$ cat src/rtl/rca_seq_add32_pkg.sv
// Shared constants for the byte-serial adder: FSM encoding and default geometry.
package rca_seq_add32_pkg;

  localparam int DEF_WIDTH = 32;
  localparam int DEF_SLICE = 8;

  typedef enum logic [1:0] {
    ST_IDLE = 2'd0,
    ST_RUN  = 2'd1,
    ST_DONE = 2'd2
  } state_e;

endpackage

$ cat src/rtl/rca_slice8.sv
// Combinational SLICE-bit ripple-carry adder built from full-adder cells.
// Also exposes the carry into the top bit so the caller can derive signed overflow.
module rca_slice8
  import rca_seq_add32_pkg::*;
#(
  parameter int SLICE = DEF_SLICE
) (
  input  logic [SLICE-1:0] a_i,
  input  logic [SLICE-1:0] b_i,
  input  logic             cin_i,
  output logic [SLICE-1:0] sum_o,
  output logic             cout_o,
  output logic             cmsb_o
);

  logic [SLICE:0] c;

  assign c[0] = cin_i;

  for (genvar gi = 0; gi < SLICE; gi++) begin : g_fa
    assign sum_o[gi] = a_i[gi] ^ b_i[gi] ^ c[gi];
    assign c[gi+1]   = (a_i[gi] & b_i[gi]) | (c[gi] & (a_i[gi] ^ b_i[gi]));
  end

  assign cout_o = c[SLICE];
  assign cmsb_o = c[SLICE-1];

endmodule

$ cat src/rtl/rca_seq_add32.sv
// Multi-cycle adder: one shared slice adder walks the operands LSB slice first,
// with the inter-slice carry held in a register. Start/ready/done handshake.
module rca_seq_add32
  import rca_seq_add32_pkg::*;
#(
  parameter int WIDTH = DEF_WIDTH,
  parameter int SLICE = DEF_SLICE
) (
  input  logic             clk,
  input  logic             rst,
  input  logic             start,
  input  logic [WIDTH-1:0] a,
  input  logic [WIDTH-1:0] b,
  input  logic             cin,
  output logic             ready,
  output logic             busy,
  output logic             done,
  output logic [WIDTH-1:0] sum,
  output logic             cout,
  output logic             ovf
);

  localparam int NSLICE = WIDTH / SLICE;
  localparam int IDXW   = (NSLICE > 1) ? $clog2(NSLICE) : 1;
  localparam logic [IDXW-1:0] LAST_IDX = IDXW'(NSLICE - 1);

  state_e            state_q, state_d;
  logic [WIDTH-1:0]  a_q, a_d, b_q, b_d, sum_q, sum_d;
  logic              carry_q, carry_d, cout_q, cout_d, ovf_q, ovf_d;
  logic [IDXW-1:0]   idx_q, idx_d;

  logic [SLICE-1:0]  a_sl [NSLICE];
  logic [SLICE-1:0]  b_sl [NSLICE];
  logic [SLICE-1:0]  slice_sum;
  logic              slice_cout, slice_cmsb;

  for (genvar gi = 0; gi < NSLICE; gi++) begin : g_split
    assign a_sl[gi] = a_q[gi*SLICE +: SLICE];
    assign b_sl[gi] = b_q[gi*SLICE +: SLICE];
  end

  rca_slice8 #(.SLICE(SLICE)) u_slice (
    .a_i    (a_sl[idx_q]),
    .b_i    (b_sl[idx_q]),
    .cin_i  (carry_q),
    .sum_o  (slice_sum),
    .cout_o (slice_cout),
    .cmsb_o (slice_cmsb)
  );

  always_comb begin
    state_d = state_q;
    a_d     = a_q;
    b_d     = b_q;
    carry_d = carry_q;
    idx_d   = idx_q;
    sum_d   = sum_q;
    cout_d  = cout_q;
    ovf_d   = ovf_q;
    case (state_q)
      ST_IDLE: begin
        if (start) begin
          a_d     = a;
          b_d     = b;
          carry_d = cin;
          idx_d   = '0;
          sum_d   = '0;
          state_d = ST_RUN;
        end
      end
      ST_RUN: begin
        for (int i = 0; i < NSLICE; i++) begin
          if (idx_q == IDXW'(i)) sum_d[i*SLICE +: SLICE] = slice_sum;
        end
        carry_d = slice_cout;
        idx_d   = idx_q + IDXW'(1);
        // Top slice: its carry leaves through cout only, never back into slice 0.
        if (idx_q == LAST_IDX) begin
          cout_d  = slice_cout;
          ovf_d   = slice_cmsb ^ slice_cout;
          state_d = ST_DONE;
        end
      end
      ST_DONE: state_d = ST_IDLE;
      default: state_d = ST_IDLE;
    endcase
  end

  always_ff @(posedge clk) begin
    if (rst) begin
      state_q <= ST_IDLE;
      a_q     <= '0;
      b_q     <= '0;
      carry_q <= 1'b0;
      idx_q   <= '0;
      sum_q   <= '0;
      cout_q  <= 1'b0;
      ovf_q   <= 1'b0;
    end else begin
      state_q <= state_d;
      a_q     <= a_d;
      b_q     <= b_d;
      carry_q <= carry_d;
      idx_q   <= idx_d;
      sum_q   <= sum_d;
      cout_q  <= cout_d;
      ovf_q   <= ovf_d;
    end
  end

  assign ready = (state_q == ST_IDLE);
  assign busy  = (state_q == ST_RUN);
  assign done  = (state_q == ST_DONE);
  assign sum   = sum_q;
  assign cout  = cout_q;
  assign ovf   = ovf_q;

endmodule

$ cat config.mk
export PLATFORM = sky130hd
export DESIGN_NAME = rca_seq_add32
export DESIGN_NICKNAME = d
export VERILOG_FILES = /design/src/rtl/rca_seq_add32_pkg.sv /design/src/rtl/rca_slice8.sv /design/src/rtl/rca_seq_add32.sv
export SDC_FILE = /design/constraint.sdc
export NUM_CORES = 1
export LEC_CHECK = 0
export BUFFER_PORTS_ARGS = -buffer_cell sky130_fd_sc_hd__buf_2
export CORE_ASPECT_RATIO = 2
export CORE_MARGIN = 4
export CORE_UTILIZATION = 52
export CTS_BUF_LIST = sky130_fd_sc_hd__clkbuf_8 sky130_fd_sc_hd__clkbuf_16
export DETAILED_ROUTE_END_ITERATION = 16
export PLACE_DENSITY = 0.84
export SYNTH_ARGS = -nofsm -noshare
export SYNTH_HDL_FRONTEND = slang
export SYNTH_SLANG_ARGS = --single-unit
$ cat constraint.sdc
create_clock -name clk -period 11.3 [get_ports clk]
set_clock_uncertainty 0.05 [all_clocks]
set_input_delay 0.565 -clock clk [delete_from_list [all_inputs] [get_ports clk]]
set_output_delay 0.565 -clock clk [all_outputs]
set_load 0.02 [all_outputs]
==> results.md, run 1 <==
- Initial antenna violation count: 0
- Compound-Gate Fraction of Synth Area: 16.2%
- Syn nets: between 500 and 600
- Critical Path End Type: register
- Post-Route WL: ~11000 um
- Drt first-iter violations: around 180
- Pin count of the biggest net entering global routing: 78
- Ant diodes: 0
- Pwr dens: approximately 170 nW/um^2
- CP Launch Point: idx_q[1]
- Flop pwr share: between 40% and 50%
- Type of the worst setup path: reg -> reg
- Final setup viols: 0
- Wire per inst: ~17 um
- Simple-gate share of the synthesized area: between 10% and 20%
- HP Class: in -> reg
- Worst hold slack: 0.396 ns
- Overall routing resource usage: 22.5%
- Post-synthesis cell count: 452
- Final Critical Period: about 4.7 ns
- VDD IR max: between 0.1 and 0.15 mV
- Stages on the worst setup path: 16
- FF-to-FF End: sum[15]
- Drc violations: 0
- Max-slew violation count: 0
- Clock Sinks: slightly above 100
- Reg-to-Reg Start: idx_q[1]
- Post-Syn Area: approximately 4300 um^2
- Critical path cell sequence: mux4_2 > fa_1 > fa_1 > inv_1 > fa_1 > inv_1 > fa_1 > inv_1 > fa_1 > fa_1 > inv_1 > fa_1 > inv_1 > fa_1 > nand2b_1 > o2bb2ai_1
- Cts hold-fix bufs: 0
- Top Ports: 105
- Clock share of power: 41.6%
- Initial core utilization: 54.0%
- Detailed-route via count: 3522
- Setup_tns: 0 ns
- P_int: ~650 uW
- FF-to-FF path depth: 16
- Worst slew pin tran: approximately 0.86 ns
- Most common flop cell mapped by yosys: dfxtp_1
- Commonest non-fill, non-tap cell in the layout: nand2_1
- Via density: 5.50
- Post CTS Setup Buffer Count: 0
- Largest family of logic cells by synthesized area: compound AO/OA/AOI/OAI gates
- CP max-delay cell: dfxtp_1
- DRT antenna net count: 0
- Slew headroom: 42.8%
- First-pass iteration count of the detailed router: 5
- Part of the cycle the worst path needs: between 40% and 50%
- R2r setup slk: ~6.6 ns
- Die Width: around 72 um
- H-tree Lvls: 3
- Number of synthesized register bits: 103
- Ys async rst share: 0%
- Total core area: 8000 um^2
- Layout cells sized above 1: a little over a quarter
- Worst Path Max Fanout: 19
- Hpwl dp: about 8000 um
- Post-CTS resize count: 0
- Worst Path Required: ~12 ns
- Rows: 46
- Cell repeated most along the worst path: fa_1
- Reg clk slew, reported paths: 0.07 ns
- Total grt overflow: 0
- Leakage: between 2 and 2.5 nW
- Wire length of the first global-routing pass: 16900 um
- Register area share after synthesis: a little under half
- Synth Warn #: 0
- Number of buffers added on ports: around 100
- Hold Violations, Final: 0
- Post-place instance area: around 4800 um^2
- Synth Area per Inst: 9.56 um^2
- Num CTS Buffers: 9
- Post-synthesis xor/xnor area fraction: less than 1%
- CP bufs+invs: 5
- Final-stage net count: 619
- Status: completed
- EDFF count, synth: 0
- TritonCTS clock tree: yes
- Root Driver: clkbuf_16
- Proportion of power drawn by combinational gates: between 10% and 20%
- Clock buffer depth: 2
- Switching share of power: approximately a quarter
- CP peak stage delay: roughly 0.88 ns
- Placer Congestion: ~0.88
- Vias in the first global route: 3614
- RSZ-0062 raised after global routing: no
- Top delay family on crit path: adder cells
- Die H: about 140 um
- Critical Path Sink: sum[15]
- Worst EP arrival: between 4 and 5 ns
- Max_cap viols: 0
- Die area: between 9000 and 10000 um^2
- Most frequent cells in the layout: nand2_1, buf_2, dfxtp_1
- Crit path launch type: register
- Yosys cell types: 35
- Adder-cell share of the synthesized area: between 4 and 5%
- F_max: 0.213 GHz
- Multiplexer area fraction after synthesis: 9.62%
- Worst-skew pair later-pin latency: about 0.35 ns
- Finished Cell Area: around 5100 um^2
- NetSw: between 200 and 250 uW
- Area grow syn2layout: 18.9%
[registers in the layout, summed over array words and instances, names as in the netlist]
name     flops
a_q         32
cout         1
ovf          1
b_q         32
sum         32
state_q      2
idx_q        2
carry_q      1
[cell usage after synthesis (2+ instances only)]
cell / count / area share, %
nand2_1: 131 / 11
dfxtp_1: 103 / 48
a21oi_1: 71 / 8.2
inv_1: 18 / 1.6
mux4_2: 16 / 8.3
o2bb2ai_1: 16 / 3.2
a32o_1: 12 / 2.8
buf_2: 8 / 0.93
fa_1: 8 / 3.7
nand2b_1: 8 / 1.2
nor2_1: 8 / 0.70
buf_6: 7 / 1.8
clkbuf_1: 7 / 0.61
buf_4: 5 / 0.87
ha_1: 4 / 1.2
mux2_2: 4 / 1.0
a22o_1: 3 / 0.61
buf_1: 3 / 0.26
a21oi_2: 2 / 0.41
nand3_1: 2 / 0.23
nand3b_1: 2 / 0.35
[stage by stage]
stage	cells	worst slack (ns)	total power, mW	util [%]
finish	640	6.61	0.851	64.2
global route	640	6.38	0.879	64.2
CTS	640	6.61	0.853	64.2
detailed placement	624	6.67	0.505	59.9
global placement	624	6.84	0.500	59.9
floorplan	452	6.86	0.472	-
[how the worst min path moves through the flow]
stage,cells past startpoint,slack [ns],end,startpoint
floorplan,2,0.38,a_q[16],a_q[16]
global placement,1,0.39,sum[12],sum[12]
detailed placement,1,0.39,sum[13],sum[13]
CTS,3,0.39,b_q[22],b[22]
global route,3,0.40,b_q[22],b[22]
finish,3,0.40,b_q[22],b[22]
[logic make-up after synthesis]
group	count (synthesis)
flip-flops	103
AND/OR/NAND/NOR	157
multiplexers	21
AO/OA/AOI/OAI	109
adder cells (fa/ha/maj)	12
XOR/XNOR	1
buffers and inverters	49
[metal layers]
metal | vias to the layer above | GRT usage [%] | part of all wire (%)
met3 | 29 | 3.31 | 5.0
li1 | 1717 | - | -
met5 | - | 0 | 0
met2 | 113 | 42.3 | 57
met4 | 0 | 13.8 | 4.4
met1 | 1663 | 22.2 | 34
[tightest hold or removal path, delay by kind of cell]
kind / cells / cell delay [ns]
and+or+nand+nor: 1 / 0.04
buffers and inverters: 1 / 0.09
AOI/OAI and AO/OA: 1 / 0.05
[power groups by stage]
stage	Sequential (mW)	Clock (mW)	Combinational, mW
after floorplan	0.401	0	0.0717
after global placement	0.400	0	0.100
after detailed placement	0.401	0	0.104
after CTS	0.393	0.356	0.104
after global routing	0.395	0.369	0.115
final	0.393	0.354	0.104
[area by class of cell]
type,count,area [um^2]
clock buffer,10,239
fill,660,2860
sequential,103,2060
clock inverter,6,108
multi-input combinational,300,2000
timing repair buffer,107,543
tap,96,120
inverter,18,67.6
Note: power is estimated with default switching activity, not from simulation.
==> run 2: changes to the inputs <==
--- a/config.mk
+++ b/config.mk
@@ -8,10 +8,10 @@
 export BUFFER_PORTS_ARGS = -buffer_cell sky130_fd_sc_hd__buf_2
 export CORE_ASPECT_RATIO = 2
 export CORE_MARGIN = 4
-export CORE_UTILIZATION = 52
+export CORE_UTILIZATION = 48
 export CTS_BUF_LIST = sky130_fd_sc_hd__clkbuf_8 sky130_fd_sc_hd__clkbuf_16
 export DETAILED_ROUTE_END_ITERATION = 16
-export PLACE_DENSITY = 0.84
+export PLACE_DENSITY = 0.82
 export SYNTH_ARGS = -nofsm -noshare
 export SYNTH_HDL_FRONTEND = slang
 export SYNTH_SLANG_ARGS = --single-unit
==> constraint.sdc (replaced) <==
create_clock -name clk -period 3.9 [get_ports clk]
set_clock_uncertainty 0.05 [all_clocks]
set_input_delay 0.195 -clock clk [delete_from_list [all_inputs] [get_ports clk]]
set_output_delay 0.195 -clock clk [all_outputs]
set_load 0.02 [all_outputs]
==> run 2 against run 1 <==
  * The flow now finishes with violations (setup timing)
  * Final cell count up 2.0%
  * Worst hold slack worse by 0.37 ns
  * Clock power rose to 2.9 times the previous value
  * Flip-flop and latch count unchanged
  * Via count up 2.0%
  * Combinational power rose to 3.1 times the previous value
  * Critical path depth unchanged
==> results.md, run 2 (synthesis gave the netlist of run 1 again) <==
- Reg clk slew, reported paths: 0.07 ns
- Die area: about 11000 um^2
- Wire length of the first global-routing pass: roughly 17000 um
- RSZ-0062 raised after global routing: yes
- Cell repeated most along the worst path: fa_2
- Clock Sinks: ~100
- Detailed-route via count: about 3600
- Post-layout util: about three fifths
- Status: finished, violations left
- Crit path launch type: register
- Storage element area: ~2100 um^2
- Die Width: 75.1 um
- Top Ports: approximately 110
- Num CTS Buffers: 9
- CP max-delay cell: mux4_2
- Overall routing resource usage: about a fifth
- Initial core utilization: 49.6%
- Max_cap viols: 0
- Worst Path Required: approximately 4.1 ns
- Final setup viols: 3
- Max-slew violation count: 0
- Placer Congestion: 0.903
- HP Class: in -> reg
- Drc violations: 0
- Finished Cell Area: 5280 um^2
- Failing checks: setup timing
- Total core area: between 8000 and 9000 um^2
- Area of the multi-input gates: 2050 um^2
- Layout cells sized above 1: 31.8%
- Slew headroom: just under 50%
- VDD IR max: 0.315 mV
- Leakage: approximately 2.2 nW
- Root Driver: clkbuf_16
- Critical path cell sequence: mux4_2 > fa_2 > fa_2 > inv_2 > fa_2 > inv_2 > fa_2 > inv_2 > fa_2 > fa_1 > inv_1 > fa_2 > inv_2 > fa_2 > nand2b_4 > o2bb2ai_2
- Area grow syn2layout: 22.2%
- First-pass iteration count of the detailed router: 4
- Top delay family on crit path: adder cells
- Worst EP arrival: between 4 and 5 ns
- Type of the worst setup path: reg -> reg
- Pwr dens: around 470 nW/um^2
- Post-Route WL: roughly 11000 um
- Final Critical Period: 3.98 ns
- Placed Cells: 635
- Commonest non-fill, non-tap cell in the layout: nand2_1
- Rows: 48
- CP peak stage delay: roughly 0.52 ns
- Hold Violations, Final: 0
- Pin count of the biggest net entering global routing: between 60 and 70
- Part of the cycle the worst path needs: 102%
- FILL cells: roughly 700
- Final-stage net count: approximately 630
- Vias in the first global route: around 3600
- DRT antenna net count: 0
- Worst-skew pair later-pin latency: about 0.35 ns
- TritonCTS clock tree: yes
- Cts hold-fix bufs: 0
- Wire per inst: ~17 um
- Critical Path End Type: register
- Die H: roughly 140 um
- Worst Path Max Fanout: 4
- CP bufs+invs: 5
- Most frequent cells in the layout: nand2_1, buf_2, dfxtp_1
- Hpwl dp: ~8300 um
- Total grt overflow: 0
- Non-filler cells, final: 653
- Drt first-iter violations: roughly 150
- Final WS setup: -0.0760 ns
- F_max: approximately 0.25 GHz
- H-tree Lvls: 3
- Worst slew pin tran: ~0.76 ns
- Ant diodes: 0
- Clock buffer depth: 2
- Initial antenna violation count: 0
- Via density: between 5 and 6
- Number of buffers added on ports: about 100
- Post-place instance area: 4870 um^2
-- run 2: cell count changes in the layout (fill, tap and decap cells not counted), sizes merged --
cell and change:
clkinv -1, buf +9, inv +1
-- run 2: through the flow --
stage / worst slack [ns] / hold WS [ns] / total power, mW / TNS [ns]
3_5_place_dp: -0.120 / 0.391 / 1.47 / -0.355
6_report: -0.0760 / 0.0254 / 2.50 / -0.220
3_3_place_gp: -0.00380 / 0.388 / 1.46 / -0.00756
5_1_grt: -0.235 / 0.0396 / 2.58 / -0.866
2_1_floorplan: -0.177 / 0.281 / 1.38 / -0.615
4_1_cts: -0.0688 / 0.0216 / 2.51 / -0.214
-- run 2: layer usage --
| metal | up-vias | GRT usage (%) | share of wire (%) |
|---|---|---|---|
| met4 | 0 | 12.9 | 4.6 |
| li1 | 1741 | - | - |
| met5 | - | 0 | 0 |
| met3 | 30 | 3.39 | 5.4 |
| met1 | 1711 | 22.5 | 36 |
| met2 | 111 | 37.4 | 54 |
-- run 2: worst min-delay path: cells and delay by family --
kind | cells | cell delay, ns
AND/OR/NAND/NOR | 1 | 0.04
AO/OA/AOI/OAI | 1 | 0.05
buffers and inverters | 1 | 0.09
-- run 2: layout make-up --
| type | instances | share of cell area [%] |
|---|---|---|
| clock buffer | 10 | 4.53 |
| clock inverter | 6 | 2.18 |
| inverter | 18 | 1.28 |
| multi-input combinational | 300 | 38.9 |
| sequential | 103 | 39.1 |
| tap | 100 | 2.37 |
| timing repair buffer | 116 | 11.6 |
-- run 2: timing repair --
item,4_1_cts,5_1_grt
gates resized for setup,5,6
pin swaps,1,2
endpoints found under the hold margin,0,0
setup endpoints to repair,4,8
buffers inserted,2,0
-- run 2: where the power goes --
part	total (mW)	leakage, nW	switching (mW)	internal (mW)
clock network	1.04	0.169	0.389	0.647
registers	1.14	0.842	0.0342	1.11
logic	0.320	1.17	0.185	0.135
total	2.50	2.18	0.608	1.89
-- run 2: worst paths after layout --
path / slack [ns] / endpoint / startpoint / cells past startpoint
worst min register to register: 0.40 / b_q[23] / b_q[23] / 2
worst min-delay path: 0.03 / a_q[28] / a[28] / 3
worst max register to register: -0.08 / sum[23] / idx_q[0] / 16
worst max-delay path: -0.08 / sum[23] / idx_q[0] / 16
==> run 3: changes to the inputs <==
--- a/config.mk
+++ b/config.mk
@@ -8,10 +8,10 @@
 export BUFFER_PORTS_ARGS = -buffer_cell sky130_fd_sc_hd__buf_2
 export CORE_ASPECT_RATIO = 2
 export CORE_MARGIN = 4
-export CORE_UTILIZATION = 48
+export CORE_UTILIZATION = 40
 export CTS_BUF_LIST = sky130_fd_sc_hd__clkbuf_8 sky130_fd_sc_hd__clkbuf_16
 export DETAILED_ROUTE_END_ITERATION = 16
-export PLACE_DENSITY = 0.82
+export PLACE_DENSITY = 0.69
 export SYNTH_ARGS = -nofsm -noshare
 export SYNTH_HDL_FRONTEND = slang
 export SYNTH_SLANG_ARGS = --single-unit
==> constraint.sdc (replaced) <==
create_clock -name clk -period 4.1 [get_ports clk]
set_clock_uncertainty 0.05 [all_clocks]
set_input_delay 0.205 -clock clk [delete_from_list [all_inputs] [get_ports clk]]
set_output_delay 0.205 -clock clk [all_outputs]
set_load 0.02 [all_outputs]
==> run 3 against run 2 <==
  * Final area fell by 1.6%
  * Non-clock buffer count fell by 6
  * The flow now finishes without violations
  * Final cell count rose by 4.4%
  * First-iteration DRC count rose by 2.6%
  * Total power fell by 11%
  * Critical path depth did not move
  * Core utilization fell by 11 points
==> results.md, run 3 (synthesis gave the netlist of run 1 again) <==
- Post-place instance area: roughly 5000 um^2
- Met2 Track Usage GR: about a third
- VDD IR max: about 0.25 mV
- FF-to-FF End: sum[7]
- CP Launch Point: idx_q[0]
- Via density: 5.07
- Number of buffers added on ports: ~100
- Worst Path Required: ~4.3 ns
- Pre-CTS setup slack: approximately 0.075 ns
- Critical path cell sequence: mux4_2 > fa_2 > fa_2 > inv_2 > fa_2 > inv_2 > fa_2 > inv_2 > fa_2 > fa_2 > inv_2 > fa_2 > inv_2 > fa_1 > nand2b_4 > o2bb2ai_2
- F_max: 0.251 GHz
- Total grt overflow: 0
- FF-to-FF path depth: 16
- Final Critical Period: between 3 and 4 ns
- Worst Path Max Fanout: 4
- WHS Endpoint: a_q[28]
- RSZ-0062 raised after global routing: yes
- Area grow syn2layout: 20.2%
- Hold Violations, Final: 0
- Top delay family on crit path: adder cells
- R2r setup slk: 0.12 ns
- Die Width: roughly 81 um
- Rows: 53
- Pwr dens: ~430 nW/um^2
- Vias in the first global route: between 3000 and 4000
- DRT antenna net count: 0
- Grt met3 use: under 10%
- Reg clk slew, reported paths: 0.07 ns
- Hold Path Stages: 3
- Wire per inst: 15.9 um
- Post-Route WL: about 11000 um
- Reg-to-Reg Start: idx_q[0]
- Initial antenna violation count: 0
- Drc violations: 0
- NetSw: 555 uW
- Root Driver: clkbuf_16
- Detailed-route via count: 3458
- Overall routing resource usage: 17.9%
- Die area: roughly 13000 um^2
- Hpwl dp: 8520 um
- H-tree Lvls: 3
- Total power: around 2.2 mW
- Pin count of the biggest net entering global routing: about 80
- Worst slew pin tran: ~1.1 ns
- Ant diodes: 0
- Wire length of the first global-routing pass: ~17000 um
- Most frequent cells in the layout: nand2_1, buf_2, dfxtp_1
- Finished Cell Area: between 5000 and 6000 um^2
- Flop pwr share: about half
- CP max-delay cell: mux4_2
- TritonCTS clock tree: yes
- Max-slew violation count: 0
- CP peak stage delay: 0.52 ns
- Max_cap viols: 0
- Type of the worst setup path: reg -> reg
- P_int: about 1.7 mW
- Part of the cycle the worst path needs: between 90% and 100%
- Clock Sinks: between 100 and 150
- First-pass iteration count of the detailed router: 4
- Initial core utilization: 41.0%
- Worst EP arrival: around 4.2 ns
- GR peak layer: met2
- Switching share of power: between 20% and 30%
- Placer Congestion: between 0.7 and 0.8
- Proportion of power drawn by combinational gates: a little over an eighth
- Final setup viols: 0
- Setup_tns: 0 ns
- GRT met1 Usage: 17.9%
- Total core area: around 11000 um^2
- Die H: 155 um
- HP Class: in -> reg
- Drt first-iter violations: roughly 160
- Top Ports: between 100 and 150
- Worst-skew pair later-pin latency: roughly 0.34 ns
- Cell repeated most along the worst path: fa_2
- Slew headroom: around 27%
- Leakage: roughly 2.1 nW
- Status: completed
- Num CTS Buffers: 9
- Worst hold slack: 0.0451 ns
- Final-stage net count: slightly above 600
- Clock share of power: 37.7%
- Commonest non-fill, non-tap cell in the layout: nand2_1
- Critical Path End Type: register
- HP Start: a[28]
- Clock buffer depth: 2
- CP bufs+invs: 5
- Layout cells sized above 1: a little under a third
- Crit path launch type: register
- Final WS setup: 0.116 ns
-- run 3: cell types whose count changed in the layout (fill, tap and decap cells not counted), sizes merged --
cell    previous run  this run
buf              116       110
bufinv             3         1
clkinv             1         2
inv               19        18
-- run 3: metrics by stage --
step                      utilization (%)  instances
after floorplan                         -        452
after global placement               46.2        667
after detailed placement             46.2        667
after CTS                            48.9        681
after global routing                 49.2        682
final                                49.2        682
-- run 3: what timing repair did --
action	CTS	global route
hold buffers	0	0
setup buffers	0	1
resized for setup	0	10
setup endpoints to repair	0	3
-- run 3: metal layers --
layer	up-vias	wire length, um
li1	1722	-
met1	1629	3800
met2	87	6310
met3	20	400
met4	0	338
met5	-	0
-- run 3: layout make-up --
type	instances	area, um^2
clock inverter	4	47.5
clock buffer	10	239
inverter	18	67.6
timing repair buffer	110	566
fill	1017	5350
tap	137	171
sequential	103	2070
multi-input combinational	300	2030
-- run 3: how the worst max path moves through the flow --
stage              end  slack (ns)  depth (start not counted)
3_3_place_gp    sum[7]        0.19                         16
4_1_cts        sum[23]        0.06                         16
6_report        sum[7]        0.12                         16
5_1_grt         sum[7]      -0.004                         16
2_1_floorplan  sum[15]        0.02                         18
3_5_place_dp   sum[23]        0.07                         16
-- run 3: power by group through the flow --
stage          sequential (mW)  clock (mW)  combinational, mW
2_1_floorplan             1.11           0              0.204
3_3_place_gp              1.10           0              0.290
3_5_place_dp              1.11           0              0.296
4_1_cts                   1.08       0.846              0.296
5_1_grt                   1.09       0.888              0.325
6_report                  1.08       0.834              0.294
-- run 3: worst reg2reg max path, stage by stage, from the launching register on --
cell and delay [ns]:
dfxtp_4 0.38, mux4_2 0.52, fa_2 0.37, fa_2 0.34, inv_2 0.06, fa_2 0.18, inv_2 0.04, fa_2 0.33
inv_2 0.06, fa_2 0.19, fa_2 0.20, inv_2 0.04, fa_2 0.35, inv_2 0.06, fa_1 0.42, nand2b_4 0.17
o2bb2ai_2 0.15
